`config.mk`:
```
export PLATFORM = sky130hd
export DESIGN_NAME = sram_arbiter_flat
export DESIGN_NICKNAME = d
export VERILOG_FILES = /design/src/rtl/sram_arbiter_if.sv /design/src/rtl/sram_arbiter.sv /design/src/flat_wrapper.sv
export SDC_FILE = /design/constraint.sdc
export NUM_CORES = 1
export LEC_CHECK = 0
export CORE_ASPECT_RATIO = 0.6
export CORE_MARGIN = 2
export CORE_UTILIZATION = 36
export DETAILED_ROUTE_END_ITERATION = 8
export PLACE_DENSITY = 0.81
export SETUP_SLACK_MARGIN = 0.02
export SLEW_MARGIN = 25
export SYNTH_ARGS = -nofsm -noshare
export SYNTH_HDL_FRONTEND = slang
export SYNTH_SLANG_ARGS = --single-unit
```
`constraint.sdc`:
```
create_clock -name HCLK -period 1.44 [get_ports HCLK]
set_input_delay 0.288 -clock HCLK [delete_from_list [all_inputs] [get_ports HCLK]]
set_output_delay 0.288 -clock HCLK [all_outputs]
set_load 0.01 [all_outputs]
```
`src/rtl/sram_arbiter_if.sv`:
```
// Bundled request/response and SRAM command signals for sram_arbiter.
// slave = arbiter side, master = requesters plus SRAM model side.
interface sram_arbiter_if #(
  parameter int ADDR_WIDTH = 32
);
  logic                  i_req;
  logic [ADDR_WIDTH-1:0] i_addr;
  logic                  i_gnt;
  logic                  i_rvalid;
  logic [31:0]           i_rdata;

  logic                  d_req;
  logic                  d_we;
  logic [3:0]            d_be;
  logic [ADDR_WIDTH-1:0] d_addr;
  logic [31:0]           d_wdata;
  logic                  d_gnt;
  logic                  d_rvalid;
  logic [31:0]           d_rdata;

  logic                  HSEL;
  logic                  HWRITE;
  logic [3:0]            HBE;
  logic [ADDR_WIDTH-1:0] HADDR;
  logic [31:0]           HWDATA;
  logic [31:0]           HRDATA;
  logic                  HREADY;

  modport slave (
    input  i_req, i_addr, d_req, d_we, d_be, d_addr, d_wdata, HRDATA, HREADY,
    output i_gnt, i_rvalid, i_rdata, d_gnt, d_rvalid, d_rdata,
           HSEL, HWRITE, HBE, HADDR, HWDATA
  );

  modport master (
    output i_req, i_addr, d_req, d_we, d_be, d_addr, d_wdata, HRDATA, HREADY,
    input  i_gnt, i_rvalid, i_rdata, d_gnt, d_rvalid, d_rdata,
           HSEL, HWRITE, HBE, HADDR, HWDATA
  );
endinterface

```
`src/rtl/sram_arbiter.sv`:
```
// Two-port (instruction/data) arbiter in front of a single-ported SRAM.
// Define SRAM_ARB_RR_EN for round-robin tie breaking; default is fixed data priority.
module sram_arbiter #(
  parameter int ADDR_WIDTH = 32
) (
  input logic          HCLK,
  input logic          HRESETn,
  sram_arbiter_if.slave bus
);

  typedef enum logic [1:0] {
    IDLE,
    ACCESS,
    RESP
  } state_t;

  state_t                state_reg;
  state_t                state_next;
  logic                  owner_d_reg;
  logic                  hsel_reg;
  logic                  hwrite_reg;
  logic [3:0]            hbe_reg;
  logic [ADDR_WIDTH-1:0] haddr_reg;
  logic [31:0]           hwdata_reg;

  logic                  resp_done;
  logic                  d_wins;
  logic                  grant_d;
  logic                  grant_i;

  assign resp_done = (state_reg == RESP) && bus.HREADY;

`ifdef SRAM_ARB_RR_EN
  // Cleared to "instruction last" so the first tie after reset goes to data.
  logic last_d_reg;

  always_ff @(posedge HCLK or negedge HRESETn) begin
    if (!HRESETn) begin
      last_d_reg <= 1'b0;
    end else if (grant_d || grant_i) begin
      last_d_reg <= grant_d;
    end
  end

  assign d_wins = !bus.i_req || !last_d_reg;
`else
  assign d_wins = 1'b1;
`endif

  // Grants and completion pulses; HRESETn gating keeps them low while reset is held.
  always_comb begin
    grant_d      = 1'b0;
    grant_i      = 1'b0;
    bus.d_rvalid = 1'b0;
    bus.i_rvalid = 1'b0;
    state_next   = state_reg;
    case (state_reg)
      IDLE: begin
        grant_d = HRESETn && bus.d_req && d_wins;
        grant_i = HRESETn && bus.i_req && !grant_d;
        if (grant_d || grant_i) begin
          state_next = ACCESS;
        end
      end
      ACCESS: begin
        state_next = RESP;
      end
      RESP: begin
        if (resp_done) begin
          bus.d_rvalid = HRESETn && owner_d_reg;
          bus.i_rvalid = HRESETn && !owner_d_reg;
          grant_d      = HRESETn && bus.d_req && d_wins;
          grant_i      = HRESETn && bus.i_req && !grant_d;
          state_next   = (grant_d || grant_i) ? ACCESS : IDLE;
        end
      end
      default: begin
        state_next = IDLE;
      end
    endcase
  end

  always_ff @(posedge HCLK or negedge HRESETn) begin
    if (!HRESETn) begin
      state_reg <= IDLE;
    end else begin
      state_reg <= state_next;
    end
  end

  // Command registers load on the grant cycle and are presented during ACCESS.
  always_ff @(posedge HCLK or negedge HRESETn) begin
    if (!HRESETn) begin
      owner_d_reg <= 1'b1;
      hsel_reg    <= 1'b0;
      hwrite_reg  <= 1'b0;
      hbe_reg     <= 4'b0000;
      haddr_reg   <= '0;
      hwdata_reg  <= 32'h0;
    end else begin
      hsel_reg <= grant_d || grant_i;
      if (grant_d) begin
        owner_d_reg <= 1'b1;
        hwrite_reg  <= bus.d_we;
        hbe_reg     <= bus.d_be;
        haddr_reg   <= bus.d_addr;
        hwdata_reg  <= bus.d_wdata;
      end else if (grant_i) begin
        owner_d_reg <= 1'b0;
        hwrite_reg  <= 1'b0;
        hbe_reg     <= 4'b1111;
        haddr_reg   <= bus.i_addr;
        hwdata_reg  <= 32'h0;
      end
    end
  end

  assign bus.i_gnt   = grant_i;
  assign bus.d_gnt   = grant_d;
  assign bus.i_rdata = bus.HRDATA;
  assign bus.d_rdata = bus.HRDATA;
  assign bus.HSEL    = hsel_reg;
  assign bus.HWRITE  = hwrite_reg;
  assign bus.HBE     = hbe_reg;
  assign bus.HADDR   = haddr_reg;
  assign bus.HWDATA  = hwdata_reg;

endmodule

```
`src/flat_wrapper.sv`:
```
// flat-port wrapper written by rule: the top's interface ports become plain ports
module sram_arbiter_flat 
#(
  parameter int ADDR_WIDTH = 32
)
  (HCLK, HRESETn, bus_i_req, bus_i_addr, bus_d_req, bus_d_we, bus_d_be, bus_d_addr, bus_d_wdata, bus_HRDATA, bus_HREADY, bus_i_gnt, bus_i_rvalid, bus_i_rdata, bus_d_gnt, bus_d_rvalid, bus_d_rdata, bus_HSEL, bus_HWRITE, bus_HBE, bus_HADDR, bus_HWDATA);
  sram_arbiter_if #(.ADDR_WIDTH(ADDR_WIDTH)) bus_i ();
  input logic HCLK;
  input logic HRESETn;
  input wire logic [$bits(bus_i.i_req)-1:0] bus_i_req;
  input wire logic [$bits(bus_i.i_addr)-1:0] bus_i_addr;
  input wire logic [$bits(bus_i.d_req)-1:0] bus_d_req;
  input wire logic [$bits(bus_i.d_we)-1:0] bus_d_we;
  input wire logic [$bits(bus_i.d_be)-1:0] bus_d_be;
  input wire logic [$bits(bus_i.d_addr)-1:0] bus_d_addr;
  input wire logic [$bits(bus_i.d_wdata)-1:0] bus_d_wdata;
  input wire logic [$bits(bus_i.HRDATA)-1:0] bus_HRDATA;
  input wire logic [$bits(bus_i.HREADY)-1:0] bus_HREADY;
  output wire logic [$bits(bus_i.i_gnt)-1:0] bus_i_gnt;
  output wire logic [$bits(bus_i.i_rvalid)-1:0] bus_i_rvalid;
  output wire logic [$bits(bus_i.i_rdata)-1:0] bus_i_rdata;
  output wire logic [$bits(bus_i.d_gnt)-1:0] bus_d_gnt;
  output wire logic [$bits(bus_i.d_rvalid)-1:0] bus_d_rvalid;
  output wire logic [$bits(bus_i.d_rdata)-1:0] bus_d_rdata;
  output wire logic [$bits(bus_i.HSEL)-1:0] bus_HSEL;
  output wire logic [$bits(bus_i.HWRITE)-1:0] bus_HWRITE;
  output wire logic [$bits(bus_i.HBE)-1:0] bus_HBE;
  output wire logic [$bits(bus_i.HADDR)-1:0] bus_HADDR;
  output wire logic [$bits(bus_i.HWDATA)-1:0] bus_HWDATA;
  assign bus_i.i_req = bus_i_req;
  assign bus_i.i_addr = bus_i_addr;
  assign bus_i.d_req = bus_d_req;
  assign bus_i.d_we = bus_d_we;
  assign bus_i.d_be = bus_d_be;
  assign bus_i.d_addr = bus_d_addr;
  assign bus_i.d_wdata = bus_d_wdata;
  assign bus_i.HRDATA = bus_HRDATA;
  assign bus_i.HREADY = bus_HREADY;
  assign bus_i_gnt = bus_i.i_gnt;
  assign bus_i_rvalid = bus_i.i_rvalid;
  assign bus_i_rdata = bus_i.i_rdata;
  assign bus_d_gnt = bus_i.d_gnt;
  assign bus_d_rvalid = bus_i.d_rvalid;
  assign bus_d_rdata = bus_i.d_rdata;
  assign bus_HSEL = bus_i.HSEL;
  assign bus_HWRITE = bus_i.HWRITE;
  assign bus_HBE = bus_i.HBE;
  assign bus_HADDR = bus_i.HADDR;
  assign bus_HWDATA = bus_i.HWDATA;
  sram_arbiter #(.ADDR_WIDTH(ADDR_WIDTH)) u_core (.HCLK(HCLK), .HRESETn(HRESETn), .bus(bus_i));
endmodule
```
Yosys cells after proc, flatten, opt, wreduce, memory -nomap -nowiden:

Index checks and enable logic that the tools add are counted.

* register bits: 73
* bits in latches: 0
* RAM bits: 0
* bits in read-only memories: 0
* input bits: 138
* output and inout bits: 138
* memories: 0

* add/subtract/negate cells: 0
* $mul: 0
* div/mod/pow operators: 0
* order comparisons: 0
* equal/unequal tests: 4
* shift-type cells: 0
* muxes and demuxes: 21
* bitwise operators: 0
* reductions and logical operators: 13

Operators with widths (count)
* two-way mux 32 bit: 4
* two-way mux 1 bit: 10
* two-way mux 4 bit: 2
* logical AND 1 bit: 6
* one-hot mux 2 bit (3 select lines): 1
* two-way mux 2 bit: 2
* != test 2 x 1 -> 1 bit (second input constant): 2
* one-hot mux 1 bit (2 select lines): 2
* equality test 2 x 1 -> 1 bit (second input constant): 1
* equality test 2 bit (second input constant): 1
* logical NOT 1 bit: 2
* logical NOT 2 bit: 1
* logical OR 1 bit: 2
* AND reduction 2 bit: 1
* nonzero test 2 bit: 1

Logic depth before layout (Yosys ltp):

Gate-level depths: netlist of run 1.

* word-level depth: 7
* gate-level depth with buffers: 6
* mapped depth without buffers: 4

Worst setup path after synthesis of run 1:

No wires, ideal clock.

* kind: register -> output
* start point: register u_core.state_reg[0]
* end point: output port bus_i_gnt
* arrival time: 1.174 ns
* data required time: 1.152 ns
* slack: -0.022 ns
* cell stages (with the launch flop): 6
* buffers on the path: 2
* cell sequence: dfrtp_1 -> nor2b_4 -> buf_6 -> buf_2 -> nand3_1 -> nor2_1

* longest elaborated chain between the ends: 4

RTL lines
* start, declared: line sram_arbiter.sv:17 `state_t state_reg;`
* start signal, assigned: line sram_arbiter.sv:87 `state_reg <= state_next;`
* equality test 2 bit: line sram_arbiter.sv:31, sram_arbiter.sv:57
* logical AND 1 bit: line sram_arbiter.sv:31 `assign resp_done = (state_reg == RESP) && bus.HREADY;`
* two-way mux 1 bit: line sram_arbiter.sv:69 `if (resp_done) begin`
* one-hot mux 1 bit (2 select lines) *: line sram_arbiter.sv:57 `case (state_reg)`
* end, declared: line flat_wrapper.sv:19 `output wire logic [$bits(bus_i.i_gnt)-1:0] bus_i_gnt;`

Mark *: on every way between the ends. The rest lies on a longest branch, timed or not.

Worst setup path in the final report of run 1:

Ends and elaborated chain as after synthesis.

==> results.tsv, run 1 <==
stage	metric	value	unit
routing	dr.pass1.iters	4	
routing	drc	0	
pwr	ir_drop	0.589	mV
worst_setup_path	cp-start-kind	flip-flop	
routing	ant_nets	0	
finish	multi_input_area	1710	um^2
place	dpl.hpwl	7.92	mm
floorplanning	std_cell_rows	30	
routing	drt-total-wl	12.4	mm
yosys	synth_compound_area_share	30.2	%
worst_setup_path	critPathRequiredTime	1.15	ns
yosys	synth_seq_area_share	44.7	%
place	port_buffers	179	
yosys	yosysWarnings	0	
worst_setup_path	end_kind	output pin	
finish	syn_to_final_growth	55.4	%
finish	layout.area.seq	1830	um^2
pwr	leakagePower	0.00290	uW
sta	setup_viol	45	
worst_setup_path	crit_type	flip-flop to output pin	
sta	finalCritPeriodShare	105	%
yosys	netlist_area	4090	um^2
global_route	grt_pass1_wl	18.8	mm
place	gp_congestion	0.756	
routing	routedWlPerCell	18.8	um
floorplanning	start_util	36.6	%
global_route	grt_pass1_vias	3505	
global_route	antenna_found_initial	0	
worst_setup_path	rr_worst_depth	6	
finish	diodes	0	
yosys	synth-xor-area-share	0	%
clock_network	root_buffer	clkbuf_16	
worst_setup_path	critical_path.cell_chain	nor2b_4, nand3_2, nor2_2, buf_2	
yosys	yosys.area_share.simple	4.56	%
finish	drive_gt1_share	25.5	%
clock_network	clock-sinks	73	
global_route	overflow	0	
routing	routed_via_density	5.45	
worst_setup_path	critical-path-slowest-cell	dfrtp_1	
worst_setup_path	slowest_delay	0.41	ns
clock_network	clk_path_buf_depth	2	
sta	period_minus_slack	1.51	ns
yosys	syn_nets	523	
global_route	grt_use_total	19.6	%
yosys	synth_area_leaders	dfrtp_1 (44%), buf_4 (12%), o221a_2 (8.5%)	
floorplanning	die_h	86.6	um
yosys	ys_types	23	
pwr	power	8090	uW
yosys	syn_inst	385	
worst_setup_path	cp.arrival	1.22	ns
sta	fin_ws	-0.0705	ns
sta	slew-limit-headroom	66.8	%
yosys	synth_area_per_cell	10.6	um^2
status	outcome	finished, violations left	
finish	nFillCells	960	
sta	final.setup_skew	0.00593	ns
flow_run	maxCapViolCount	0	
pwr	power_density	1270	nW/um^2
yosys	synth_top_area_share	44.0	%
status	violations	negative setup slack	
routing	vias	3589	
clock_network	cts_buffers	9	
floorplanning	die-area	12300	um^2
floorplanning	die_x	142	um
finish	layout.nets	647	
sta	fmax	662	MHz
yosys	synth-adder-area-share	0	%
sta	worst_pin_slew	0.497	ns
floorplanning	pin_count	276	
yosys	synth-seq-cells	73	
sta	rsz0062_at_grt	true	
floorplanning	fp.coreArea	11200	um^2
sta	maxSlewViolCount	0	
clock_network	cts_tree	built	
clock_network	htree_num_levels	3	
sta	final_hold_viol_count	0	
yosys	synth_top_family_by_area	compound AO/OA/AOI/OAI gates	
clock_network	insertion_delay	0.32	ns
global_route	grt_max_degree	40	
hold_path	hp-class	input port to asynchronous set/reset pin	
sta	whs	0.0889	ns
worst_setup_path	path_max_fanout	3	
clock_network	holdBufCountCts	0	
yosys	yosysTopAreaCell	dfrtp_1	
yosys	muxShareOfSynthArea	0.245	%
routing	drt_iter0_markers	215	
clock_network	path_clk_slew	0.06	ns
==> metrics by stage <==
step                      area (um^2)  util, %  instances  setup WS, ns  setup TNS [ns]
final                            6360     56.8        658       -0.0705          -0.599
after global routing             6360     56.8        658        -0.143           -4.23
after CTS                        6130     54.8        656        -0.103           -1.88
after detailed placement         5540     49.5        627        -0.559          -36.35
after global placement           5540     49.5        627        -0.551          -33.74
after floorplan                  4100        -        385        0.0395               0
==> area by class of cell <==
type                       instances  share of cell area (%)
sequential                        73                    28.8
clock buffer                      10                    3.60
timing repair buffer             212                    34.8
multi-input combinational        177                    26.8
inverter                          36                    2.17
clock inverter                     6                    1.02
tap                              144                    2.83
==> per-layer routing <==
metal  GRT usage [%]  part of all wire, %  vias up
li1                -                    -     1598
met1            27.0                   44     1784
met2            29.7                   46      198
met3            7.73                  9.4        9
met4            3.55                 0.42        0
met5               0                    0        -
==> cell families (layout without fill, tap and decap cells) <==
kind of cell,Yosys count,in the layout
multiplexers,1,1
AO/OA/AOI/OAI,135,135
flip-flops,73,73
AND/OR/NAND/NOR,41,41
buffers and inverters,135,264
==> path summary, 6_finish.rpt <==
check                                                   to  slack (ns)                            start
setup / recovery                                 bus_i_gnt       -0.07  u_core.state_reg[0]$_DFFE_PN0P_
hold / removal             u_core.bus.HADDR[6]$_DFFE_PN0P_        0.09                          HRESETn
setup reg to reg           u_core.bus.HADDR[7]$_DFFE_PN0P_       -0.03  u_core.state_reg[0]$_DFFE_PN0P_
hold reg to reg              u_core.bus.HBE[3]$_DFFE_PN0P_        0.48    u_core.bus.HBE[3]$_DFFE_PN0P_
max in group asynchronous   u_core.owner_d_reg$_DFFE_PN1P_        0.46                          HRESETn
min in group HCLK           u_core.owner_d_reg$_DFFE_PN1P_        0.33                        bus_i_req
==> cell usage after synthesis, drive strengths merged <==
library cell and count:
buf 95, dfrtp 72, inv 36, a21o 33
a22o 33, nor2 33, a41oi 32, o221a 32
clkbuf 4, o22a 4, nand2b 2, nand3 2
nor3 2, dfstp 1, mux2i 1, nand2 1
nor2b 1, o211ai 1
==> layout by cell type (no fill, tap or decap), types with 3 or more instances in the layout <==
cell | synthesis | routed
a21o_1 | 33 | 33
a22o_1 | 33 | 33
a41oi_2 | 0 | 32
buf_12 | 0 | 11
buf_16 | 0 | 3
buf_2 | 21 | 4
buf_4 | 68 | 13
buf_6 | 6 | 3
clkbuf_16 | 0 | 13
clkdlybuf4s50_1 | 0 | 101
dfrtp_1 | 72 | 72
dlygate4sd2_1 | 0 | 72
inv_1 | 34 | 33
nor2_1 | 33 | 32
o221a_2 | 31 | 31
o22a_1 | 4 | 4
==> critical path, delay by kind of cell, from the launching register on <==
kind,cells,cell delay (ns)
simple gates,3,0.36
flops,1,0.41
buf+inv,1,0.13
==> report_power, final <==
part / switching, uW / total (uW) / internal [uW]
Clock: 839 / 2190 / 1350
Combinational: 1280 / 2970 / 1690
Sequential: 377 / 2940 / 2560
Total: 2490 / 8090 / 5600
==> what timing repair did <==
action,in CTS,in global routing
pin swaps,24,54
hold endpoints to repair,0,0
resized for setup,114,31
buffers inserted,7,1
endpoints found under the setup margin,145,73
cloned,6,4
(Power assumes the default switching activity.)
==> inputs of run 2 (changes only) <==
- CORE_MARGIN: 2 -> default
- REMOVE_ABC_BUFFERS: default -> 1
==> results.tsv, run 2 (synthesis gave the netlist of run 1 again) <==
stage	metric	value	unit	change
floorplanning	std_cell_rows	29		was 30
routing	drt_iter0_markers	211		was 215
pwr	ir_drop	0.616	mV	was 0.589 mV
floorplanning	pin_count	276		unchanged
worst_setup_path	path_max_fanout	11		was 3
hold_path	hp-class	input port to asynchronous set/reset pin		unchanged
global_route	grt_use_total	26.0	%	was 19.6%
pwr	power	8480	uW	was 8090 uW
worst_setup_path	crit_type	flip-flop to flip-flop		was flip-flop to output pin
finish	syn_to_final_growth	53.5	%	was 55.4%
worst_setup_path	cp.arrival	1.80	ns	was 1.22 ns
status	outcome	finished, violations left		unchanged
clock_network	insertion_delay	0.33	ns	was 0.32 ns
sta	setup_viol	72		was 45
clock_network	cts_tree	built		unchanged
sta	finalCritPeriodShare	111	%	was 105%
worst_setup_path	end_kind	flip-flop		was output pin
routing	drc	0		unchanged
sta	whs	0.233	ns	was 0.0889 ns
sta	final_hold_viol_count	0		unchanged
sta	rsz0062_at_grt	true		unchanged
pwr	p_clk_share	30.2	%	was 27.0%
place	dpl_cell_area	5560	um^2	was 5540 um^2
place	gp_congestion	0.758		was 0.756
pwr	combPwrFrac	35.0	%	was 36.7%
worst_setup_path	cpLargestDelayFamily	buffers and inverters		was flip-flops
finish	layout_common_cells	clkdlybuf4s50_1 (101), dlygate4sd2_1 (72), dfrtp_1 (71)		was clkdlybuf4s50_1 (101), dlygate4sd2_1 (72), dfrtp_1 (72)
finish	fin_area	6280	um^2	was 6360 um^2
pwr	seq_power_share	34.8	%	was 36.3%
sta	slew-limit-headroom	39.4	%	was 66.8%
global_route	antenna_found_initial	0		unchanged
pwr	switching_share	29.8	%	was 30.8%
routing	routedWlPerCell	24.5	um	was 18.8 um
worst_setup_path	cp-start-kind	flip-flop		unchanged
worst_setup_path	critPathRequiredTime	1.64	ns	was 1.15 ns
finish	drive_gt1_share	20.6	%	was 25.5%
floorplanning	die-area	11800	um^2	was 12300 um^2
sta	fmax	626	MHz	was 662 MHz
place	port_buffers	179		unchanged
worst_setup_path	crit_buf_inv	3		was 1
worst_setup_path	slowest_delay	0.43	ns	was 0.41 ns
routing	dr.pass1.iters	5		was 4
place	dpl.hpwl	10.4	mm	was 7.92 mm
sta	period_minus_slack	1.60	ns	was 1.51 ns
finish	diodes	0		unchanged
worst_setup_path	critical_path.cell_chain	nor2b_4, buf_4, buf_12, clkbuf_16, a41oi_2, o221a_2		was nor2b_4, nand3_2, nor2_2, buf_2
routing	ant_nets	0		unchanged
sta	fin_ws	-0.157	ns	was -0.0705 ns
clock_network	path_clk_slew	0.06	ns	about the same
clock_network	cts_buffers	9		unchanged
worst_setup_path	critical-path-slowest-cell	dfrtp_1		unchanged
sta	worst_pin_slew	0.909	ns	was 0.497 ns
sta	maxSlewViolCount	0		unchanged
floorplanning	fp.coreArea	10800	um^2	was 11200 um^2
pwr	power_density	1350	nW/um^2	was 1270 nW/um^2
clock_network	clock-sinks	73		unchanged
floorplanning	start_util	37.8	%	was 36.6%
sta	final.setup_skew	0.00945	ns	was 0.00593 ns
routing	routed_via_density	5.76		was 5.45
clock_network	clk_path_buf_depth	2		unchanged
finish	final_common_cell	clkdlybuf4s50_1		unchanged
pwr	internal_power	5960	uW	was 5600 uW
flow_run	maxCapViolCount	0		unchanged
global_route	overflow	0		unchanged
floorplanning	die_h	84.6	um	was 86.6 um
clock_network	htree_num_levels	3		unchanged
clock_network	root_buffer	clkbuf_16		unchanged
pwr	leakagePower	0.00298	uW	was 0.00290 uW
status	violations	negative setup slack		unchanged
global_route	grt_max_degree	72		was 40
finish	layout.nets	658		was 647
finish	nFillCells	903		was 960
finish	postLayoutCoreUtil	58.1	%	was 56.8%
routing	drt-total-wl	16.3	mm	was 12.4 mm
floorplanning	die_x	140	um	was 142 um
global_route	grt_pass1_vias	3858		was 3505
routing	vias	3823		was 3589
pwr	p_switching	2530	uW	was 2490 uW
global_route	grt_pass1_wl	22.8	mm	was 18.8 mm
-- run 2: per-layer routing --
metal	up-vias	track usage (%)	routed length, um
met4	3	5.39	137
met5	-	6.88	94
li1	1624	-	-
met2	293	34.7	6400
met1	1883	34.3	7270
met3	20	16.6	2360
-- run 2: power groups by stage --
stage	clock (uW)	combinational, uW	sequential [uW]
3_3_place_gp	0	2870	2950
2_1_floorplan	0	1010	3140
6_report	2560	2970	2950
5_1_grt	2710	3170	3020
3_5_place_dp	0	2980	2970
4_1_cts	2620	2770	2940
-- run 2: final timing paths --
check	startpoint	slack, ns	end	depth (start not counted)
worst max-delay path	u_core.state_reg[0]$_DFFE_PN0P_	-0.16	u_core.bus.HADDR[6]$_DFFE_PN0P_	6
worst min-delay path	HRESETn	0.23	u_core.bus.HWDATA[21]$_DFFE_PN0P_	2
worst max register to register	u_core.state_reg[0]$_DFFE_PN0P_	-0.16	u_core.bus.HADDR[6]$_DFFE_PN0P_	6
worst min register to register	u_core.bus.HWDATA[5]$_DFFE_PN0P_	0.50	u_core.bus.HWDATA[5]$_DFFE_PN0P_	1
max in group asynchronous	HRESETn	0.59	u_core.state_reg[1]$_DFFE_PN0P_	2
min in group HCLK	bus_HREADY	0.49	u_core.state_reg[1]$_DFFE_PN0P_	3
-- run 2: what timing repair did --
item,CTS,global route
pin swaps,0,5
setup endpoints to repair,144,73
endpoints found under the hold margin,1,0
cloned,3,9
buffers inserted,3,11
hold buffers,1,0
gates resized for setup,104,12
-- run 2: stage by stage --
stage               setup TNS (ns)  instances  setup slack [ns]
floorplan                   -94.94        286             -1.42
global placement            -29.59        623            -0.556
detailed placement          -33.78        623            -0.584
CTS                          -2.84        646            -0.131
global route                -12.34        664            -0.206
finish                       -8.59        664            -0.157
-- run 2: layout make-up --
type                       instances  area (um^2)  share of cell area [%]
clock inverter                     6          115                    1.83
multi-input combinational        177         1470                    23.5
sequential                        73         1830                    29.1
inverter                          36          138                    2.19
timing repair buffer             223         2320                    36.9
clock buffer                      10          229                    3.65
tap                              139          174                    2.77
